## config.mk

```make
export PLATFORM = sky130hd
export DESIGN_NAME = regfile_dump
export DESIGN_NICKNAME = d
export VERILOG_FILES = /design/src/rtl/regfile_dump_pkg.sv /design/src/rtl/regfile_dump_csum_acc.sv /design/src/rtl/regfile_dump.sv
export SDC_FILE = /design/constraint.sdc
export NUM_CORES = 1
export LEC_CHECK = 0
export ABC_AREA = 1
export CAP_MARGIN = 20
export CORE_MARGIN = 1
export CORE_UTILIZATION = 23
export DETAILED_ROUTE_END_ITERATION = 6
export SKIP_CTS_REPAIR_TIMING = 1
export SYNTH_ARGS = -nofsm -noshare
export SYNTH_HDL_FRONTEND = slang
export SYNTH_HIERARCHICAL = 1
export SYNTH_SLANG_ARGS = --single-unit
```

## constraint.sdc

```tcl
create_clock -name clk -period 2.21 [get_ports clk]
set_clock_uncertainty 0.15 [all_clocks]
set_input_delay 0.5525 -clock clk [delete_from_list [all_inputs] [get_ports clk]]
set_output_delay 0.5525 -clock clk [all_outputs]
set_load 0.01 [all_outputs]
```

## src/rtl/regfile_dump_pkg.sv

```systemverilog
// Shared register-file constants for the debug dump engine.
// These mirror the CPU-wide register file geometry so parameter defaults track it.
package regfile_dump_pkg;

  localparam int REG_W  = 16;
  localparam int REG_AW = 4;
  localparam int REG_N  = 16;

endpackage

```

## src/rtl/regfile_dump_csum_acc.sv

```systemverilog
// Modular checksum accumulator: adds each accepted word, carry out of the top bit dropped.
// Synchronous clear for the start of a dump, asynchronous active-low reset.
module regfile_dump_csum_acc
  import regfile_dump_pkg::*;
#(
  parameter int WIDTH = REG_W
) (
  input  logic             clk,
  input  logic             reset,
  input  logic             clear,
  input  logic             enable,
  input  logic [WIDTH-1:0] data,
  output logic [WIDTH-1:0] sum
);

  // Running sum register; clear has priority over a same-cycle add.
  always_ff @(posedge clk or negedge reset) begin
    if (!reset) begin
      sum <= '0;
    end else if (clear) begin
      sum <= '0;
    end else if (enable) begin
      sum <= sum + data;
    end
  end

endmodule

```

## src/rtl/regfile_dump.sv

```systemverilog
// Debug read-out engine: walks FIRST_REG..LAST_REG through one register-file
// read port and streams each value over a valid/ready handshake, optionally
// followed by a checksum word. busy tells the control unit to leave the read port alone.
module regfile_dump
  import regfile_dump_pkg::*;
#(
  parameter int WIDTH     = REG_W,
  parameter int AW        = REG_AW,
  parameter int FIRST_REG = 1,
  parameter int LAST_REG  = REG_N - 1,
  parameter int EMIT_CSUM = 1
) (
  input  logic             clk,
  input  logic             reset,
  input  logic             start,
  output logic [AW-1:0]    ra,
  input  logic [WIDTH-1:0] rd,
  output logic             busy,
  output logic [WIDTH-1:0] out_data,
  output logic [AW-1:0]    out_addr,
  output logic             out_valid,
  input  logic             out_ready,
  output logic             out_last,
  output logic             done
);

  // A reversed or out-of-range address window is a configuration mistake.
  if (FIRST_REG < 0 || FIRST_REG > LAST_REG || LAST_REG >= (1 << AW)) begin : g_badRange
    $error("regfile_dump: need 0 <= FIRST_REG <= LAST_REG < 2**AW");
  end

  localparam logic [AW-1:0] FIRST_ADDR = AW'(FIRST_REG);
  localparam logic [AW-1:0] LAST_ADDR  = AW'(LAST_REG);
  localparam logic          EMIT       = (EMIT_CSUM != 0);

  typedef enum logic [1:0] {
    IDLE = 2'd0,
    READ = 2'd1,
    SEND = 2'd2,
    CSUM = 2'd3
  } state_t;

  state_t            stateReg;
  state_t            stateNext;
  logic [AW-1:0]     addrReg;
  logic [AW-1:0]     addrNext;
  logic [WIDTH-1:0]  dataReg;
  logic [WIDTH-1:0]  dataNext;
  logic [AW-1:0]     addrOutReg;
  logic [AW-1:0]     addrOutNext;
  logic              lastReg;
  logic              lastNext;
  logic              doneReg;
  logic              doneNext;
  logic              csumClear;
  logic              csumEnable;
  logic [WIDTH-1:0]  csumValue;
  logic              atLastAddr;

  assign atLastAddr = (addrReg == LAST_ADDR);

  // Checksum covers exactly the captured register words that the sink accepted.
  regfile_dump_csum_acc #(
    .WIDTH(WIDTH)
  ) u_csum (
    .clk    (clk),
    .reset  (reset),
    .clear  (csumClear),
    .enable (csumEnable),
    .data   (dataReg),
    .sum    (csumValue)
  );

  // State, address counter and the registered output word.
  always_ff @(posedge clk or negedge reset) begin
    if (!reset) begin
      stateReg   <= IDLE;
      addrReg    <= '0;
      dataReg    <= '0;
      addrOutReg <= '0;
      lastReg    <= 1'b0;
      doneReg    <= 1'b0;
    end else begin
      stateReg   <= stateNext;
      addrReg    <= addrNext;
      dataReg    <= dataNext;
      addrOutReg <= addrOutNext;
      lastReg    <= lastNext;
      doneReg    <= doneNext;
    end
  end

  // Next-state logic: one READ cycle per register, then hold SEND until accepted.
  always_comb begin
    stateNext   = stateReg;
    addrNext    = addrReg;
    dataNext    = dataReg;
    addrOutNext = addrOutReg;
    lastNext    = lastReg;
    doneNext    = 1'b0;
    csumClear   = 1'b0;
    csumEnable  = 1'b0;
    case (stateReg)
      IDLE: begin
        // A start landing on the done cycle belongs to the dump just finished.
        if (start && !doneReg) begin
          addrNext  = FIRST_ADDR;
          csumClear = 1'b1;
          stateNext = READ;
        end
      end
      READ: begin
        dataNext    = rd;
        addrOutNext = addrReg;
        lastNext    = atLastAddr && !EMIT;
        stateNext   = SEND;
      end
      SEND: begin
        if (out_ready) begin
          csumEnable = 1'b1;
          if (atLastAddr) begin
            if (EMIT) begin
              addrOutNext = '1;
              lastNext    = 1'b1;
              stateNext   = CSUM;
            end else begin
              addrOutNext = '0;
              lastNext    = 1'b0;
              doneNext    = 1'b1;
              stateNext   = IDLE;
            end
          end else begin
            addrNext  = addrReg + 1'b1;
            stateNext = READ;
          end
        end
      end
      CSUM: begin
        if (out_ready) begin
          addrOutNext = '0;
          lastNext    = 1'b0;
          doneNext    = 1'b1;
          stateNext   = IDLE;
        end
      end
      default: begin
        stateNext = IDLE;
      end
    endcase
  end

  // Outputs: ra stays on the current address through SEND so rd remains coherent.
  always_comb begin
    ra        = (stateReg == IDLE) ? '0 : addrReg;
    busy      = (stateReg != IDLE);
    out_valid = (stateReg == SEND) || (stateReg == CSUM);
    out_data  = (stateReg == CSUM) ? csumValue : dataReg;
    out_addr  = addrOutReg;
    out_last  = lastReg;
    done      = doneReg;
  end

endmodule

```

# After elaboration in Yosys (flattened, before gate mapping)
# Index checks and enable logic that the tools add are counted.
[word_totals]
ff_bits = 44
in_bits = 20
output_inout_bits = 28
wordCells = 55
[op_classes]
add_sub_neg = 2
eq_ne = 9
mux = 26
reduce_logical = 11
[ops]
columns = ["cell", "count"]
rows = [
  ["$mux W16", 3],
  ["$mux W4", 7],
  ["$add A16 B16 Y16", 1],
  ["$pmux W4 S3", 1],
  ["$ne A2 B2 Y1 const B", 5],
  ["$mux W1", 8],
  ["$mux W2", 4],
  ["$pmux W2 S4", 1],
  ["$pmux W4 S2", 1],
  ["$reduce_and A4 Y1", 2],
  ["$reduce_bool A2 Y1", 3],
  ["$add A4 B1 Y4 const B", 1],
  ["$eq A2 B2 Y1 const B", 2],
  ["$eq A4 B4 Y1 const B", 1],
  ["$pmux W1 S3", 1],
  ["$reduce_and A3 Y1", 1],
  ["$reduce_bool A3 Y1", 1],
  ["$eq A2 B1 Y1 const B", 1],
  ["$logic_not A2 Y1", 1],
  ["$logic_and A1 B1 Y1", 1],
  ["$logic_not A1 Y1", 1],
  ["$logic_or A1 B1 Y1", 1],
]

# Logic depth before layout (Yosys ltp)
[logic_depth]
word_depth = 5
mapped_depth = 11
ltp_nobuf = 11

# Modules after synthesis
# The synthesis kept the hierarchy.
[by_module_without_submodules]
columns = ["module", "instances", "cells_each", "area_per_inst_um2"]
rows = [
  ["regfile_dump_csum_acc", 1, 243, 1530.2],
  ["regfile_dump", 1, 137, 1506.4],
]

# Worst setup path after synthesis
# OpenSTA, ideal clock, no wires.
[synth_timing]
kind = "register to output"
from = "register stateReg[1]"
to = "output out_data[10]"
arrival_time_ns = 1.137
t_required_ns = 1.507
slack_ns = 0.371
path_stages_with_launch = 5
path_buffers = 2
path_cell_list = "dfrtp_1 -> buf_2 -> nand2_4 -> buf_6 -> mux2_4"
[synth_between]
elab_chain_len = 2
[synth_lines]
columns = ["element", "line_no", "rtl"]
rows = [
  ["from (decl)", "regfile_dump.sv:43", "state_t stateReg;"],
  ["from (signal assigned)", "regfile_dump.sv:84", "stateReg <= stateNext;"],
  ["$eq A2 B2 Y1", "regfile_dump.sv:157", "out_data = (stateReg == CSUM) ? csumValue : dataReg;"],
  ["$mux W16", "regfile_dump.sv:157", ""],
  ["to (decl)", "regfile_dump.sv:19", "output logic [WIDTH-1:0] out_data,"],
]
# No other way between the ends.

# Worst setup path after layout
[layout_timing]
from = "register stateReg[1]"
to = "output out_data[3]"
# Same word-level chain as after synthesis.

==> results.md <==
- Final Slew Violations: 0
- Worst VDD drop: about 0.47 mV
- Worst-margin pin slew: 0.536 ns
- RR Startpoint: u_csum/sum[0]$_DFFE_PN0P_
- Initial antenna violation count: 0
- Stages on worst setup path: 7
- Avg Cell Area, Syn: around 8.0 sq um
- Most common cell on crit path: buf_6
- Die Wd: between 100 and 150 um
- Seq/Total Area, Yosys: 36.3%
- Total Routed Length: around 7.8 mm
- Critical path capture point type: primary output
- Most frequent cells in the layout: nand2_1 (122), inv_1 (54), dfrtp_1 (44)
- TritonCTS clock tree: built
- Htree depth: 2
- Number of clock sinks: 44
- Die height: 117 um
- Period minus WS final: about 2.4 ns
- Critical path endpoint: out_data[3]
- Seq cells post-synth: 44
- Vias/cell: around 4.2
- Worst Reg-to-Reg Cells: 11
- Cell Rows: 41
- Largest net degree at the start of global routing: 26
- Wire per inst: approximately 12 um
- Failing checks: negative setup slack
- Clock Pin Slew Worst Setup and Hold Paths: ~0.07 ns
- Area delta synth->final: 33.8%
- Root buf cell: clkbuf_16
- Slowest stage delay, CP: 0.40 ns
- CP delay by family, top: buffers and inverters
- Final Net Count: approximately 500
- Pwr dens: 1540 mW/mm^2
- Critical Path Fanout Max: 5
- R2R Setup Slk: about 0.22 ns
- DR vias: 2,627
- RR Endpoint: u_csum/sum[12]$_DFFE_PN0P_
- Antenna viol nets, final: 0
- Status: finished, violations left
- Synth cell types: 31
- Leak Pwr: around 0.0022 uW
- Final setup viols: 8
- Layout cells sized above 1: about a fifth
- TritonRoute pass-1 iters: 4
- Total Die Area: roughly 0.014 sq mm
- Core Area: about 0.013 sq mm
- Drt first-iter violations: between 100 and 150
- Pre-CTS WS: -0.0299 ns
- First-pass GRT wire length: 12.8 mm
- Post-Synthesis Cells: 380
- Critical Path Start Type: flip-flop
- Most common cell after layout, fill and taps aside: nand2_1
- Starting Density: a little under a quarter
- Filler Cell Count: approximately 1,400
- Crit path max-delay cell type: dfrtp_1
- Crit path kind: reg2out
- Fin crit share: 108%
- Post-synth ARST share: 100%
- Number of flops mapped to enable cells by yosys: 0
- YS warnings: 6
- Final Hold Fails: 0
- Unrepaired setup endpoints after global routing: yes
- # DRC: 0
- CP Buf/Inv Count: 5
- Pwr Total: about 6200 uW
- Post-Syn Area: 0.00304 sq mm
- Num CTS Buffers: 5
- Worst Hold Class: in2async
- Final setup margin: -0.168 ns
- All-layer global routing usage: roughly 12%
- I/O Buffers: between 40 and 50
- GPL Wtd Cong: around 0.81
- Max clock buf depth: 2
- Dpl hpwl: 5.93 mm
- Ys flop type: dfrtp_1
- Max Cap Violations: 0
- Fmax achieved: 420 MHz
- Crit path DAT: around 1.7 ns
- Worst slew margin: between 60% and 70%
- Net Count, Synth: ~420
- Clk Latency, worst-skew pair: approximately 0.30 ns
- Worst Setup SP: stateReg[1]$_DFFE_PN0P_
- Vias in the first global route: between 2,000 and 3,000
- Crit-path cells: nand2_4, buf_12, buf_6, buf_6, buf_6, mux2_4, buf_6
- Worst Path Required: around 1.5 ns
- IO Pins: 48
- Diode count: 0
- Global route overflow: 0
## per-stage QoR
step           instances  hold slack (ns)  TNS [ns]  util [%]  area (sq um)
6_report             624           0.0791    -0.685      31.9          4060
5_1_grt              624            0.114     -1.26      31.9          4060
4_1_cts              615           0.0958     -4.87      31.2          3970
3_5_place_dp         607            0.323   -0.0356      30.1          3830
3_3_place_gp         607            0.325         0      30.1          3830
2_1_floorplan        380            0.107         0         -          3040
## cell type report
class / instances / area [sq um] / share of cell area (%)
multi-input cells: 272 / 1680 / 41.4
flip-flops and latches: 44 / 1100 / 27.1
repair buffers: 70 / 704 / 17.3
inverters: 58 / 218 / 5.36
well taps: 172 / 215 / 5.30
clock buffers: 5 / 125 / 3.08
clock inverters: 3 / 18.8 / 0.462
## worst min path at each step
stage                                  startpoint                 endpoint  slack (ns)
after floorplan                             reset   addrReg[0]$_DFFE_PN0P_        0.11
after global placement    out_addr[1]$_DFFE_PN0P_  out_addr[1]$_DFFE_PN0P_        0.33
after detailed placement  out_addr[1]$_DFFE_PN0P_  out_addr[1]$_DFFE_PN0P_        0.32
after CTS                                   reset  dataReg[12]$_DFFE_PN0N_         0.1
after global routing                        reset  dataReg[12]$_DFFE_PN0N_        0.11
final                                       reset  dataReg[12]$_DFFE_PN0N_        0.08
## metal layers
metal / wire, um / vias up / global-route usage, %
li1: - / 1347 / -
met1: 3700 / 1220 / 16.0
met2: 3640 / 52 / 20.0
met3: 338 / 8 / 3.04
met4: 104 / 0 / 4.39
met5: 0 / - / 0
## cell families (layout without fill, tap and decap cells)
group / after synthesis / after routing / share of synthesized area (%)
simple gates: 191 / 191 / 27.8
buf+inv: 64 / 136 / 8.61
flops: 44 / 44 / 36.3
mux: 32 / 32 / 14.0
compound gates: 29 / 29 / 5.23
fa+ha+maj: 17 / 17 / 7.25
xor+xnor: 3 / 3 / 0.865
## registers in the layout (all words and copies together) (netlist names)
name,flops
dataReg,16
stateReg,2
u_csum/sum,16
addrReg,4
out_addr,4
done,1
out_last,1
## report_power, final
group,switching [uW],leakage [uW],internal (uW)
Clock,353,0.0000736,418
Sequential,328,0.000556,1160
Combinational,2100,0.00158,1880
Total,2780,0.00221,3460
## synthesized netlist by cell type (4+ instances only)
cell	number	share of area, %
a21oi_1	9	1.5
dfrtp_1	44	36
ha_1	16	6.6
inv_1	54	6.7
inv_2	4	0.49
mux2_2	15	5.6
mux2_4	17	8.4
nand2_1	122	15
nand2_2	7	1.4
nand3_1	22	3.6
nand4_1	4	0.82
nor2_1	22	2.7
o21ai_0	14	2.3
Power figures use the tool's default switching activity.
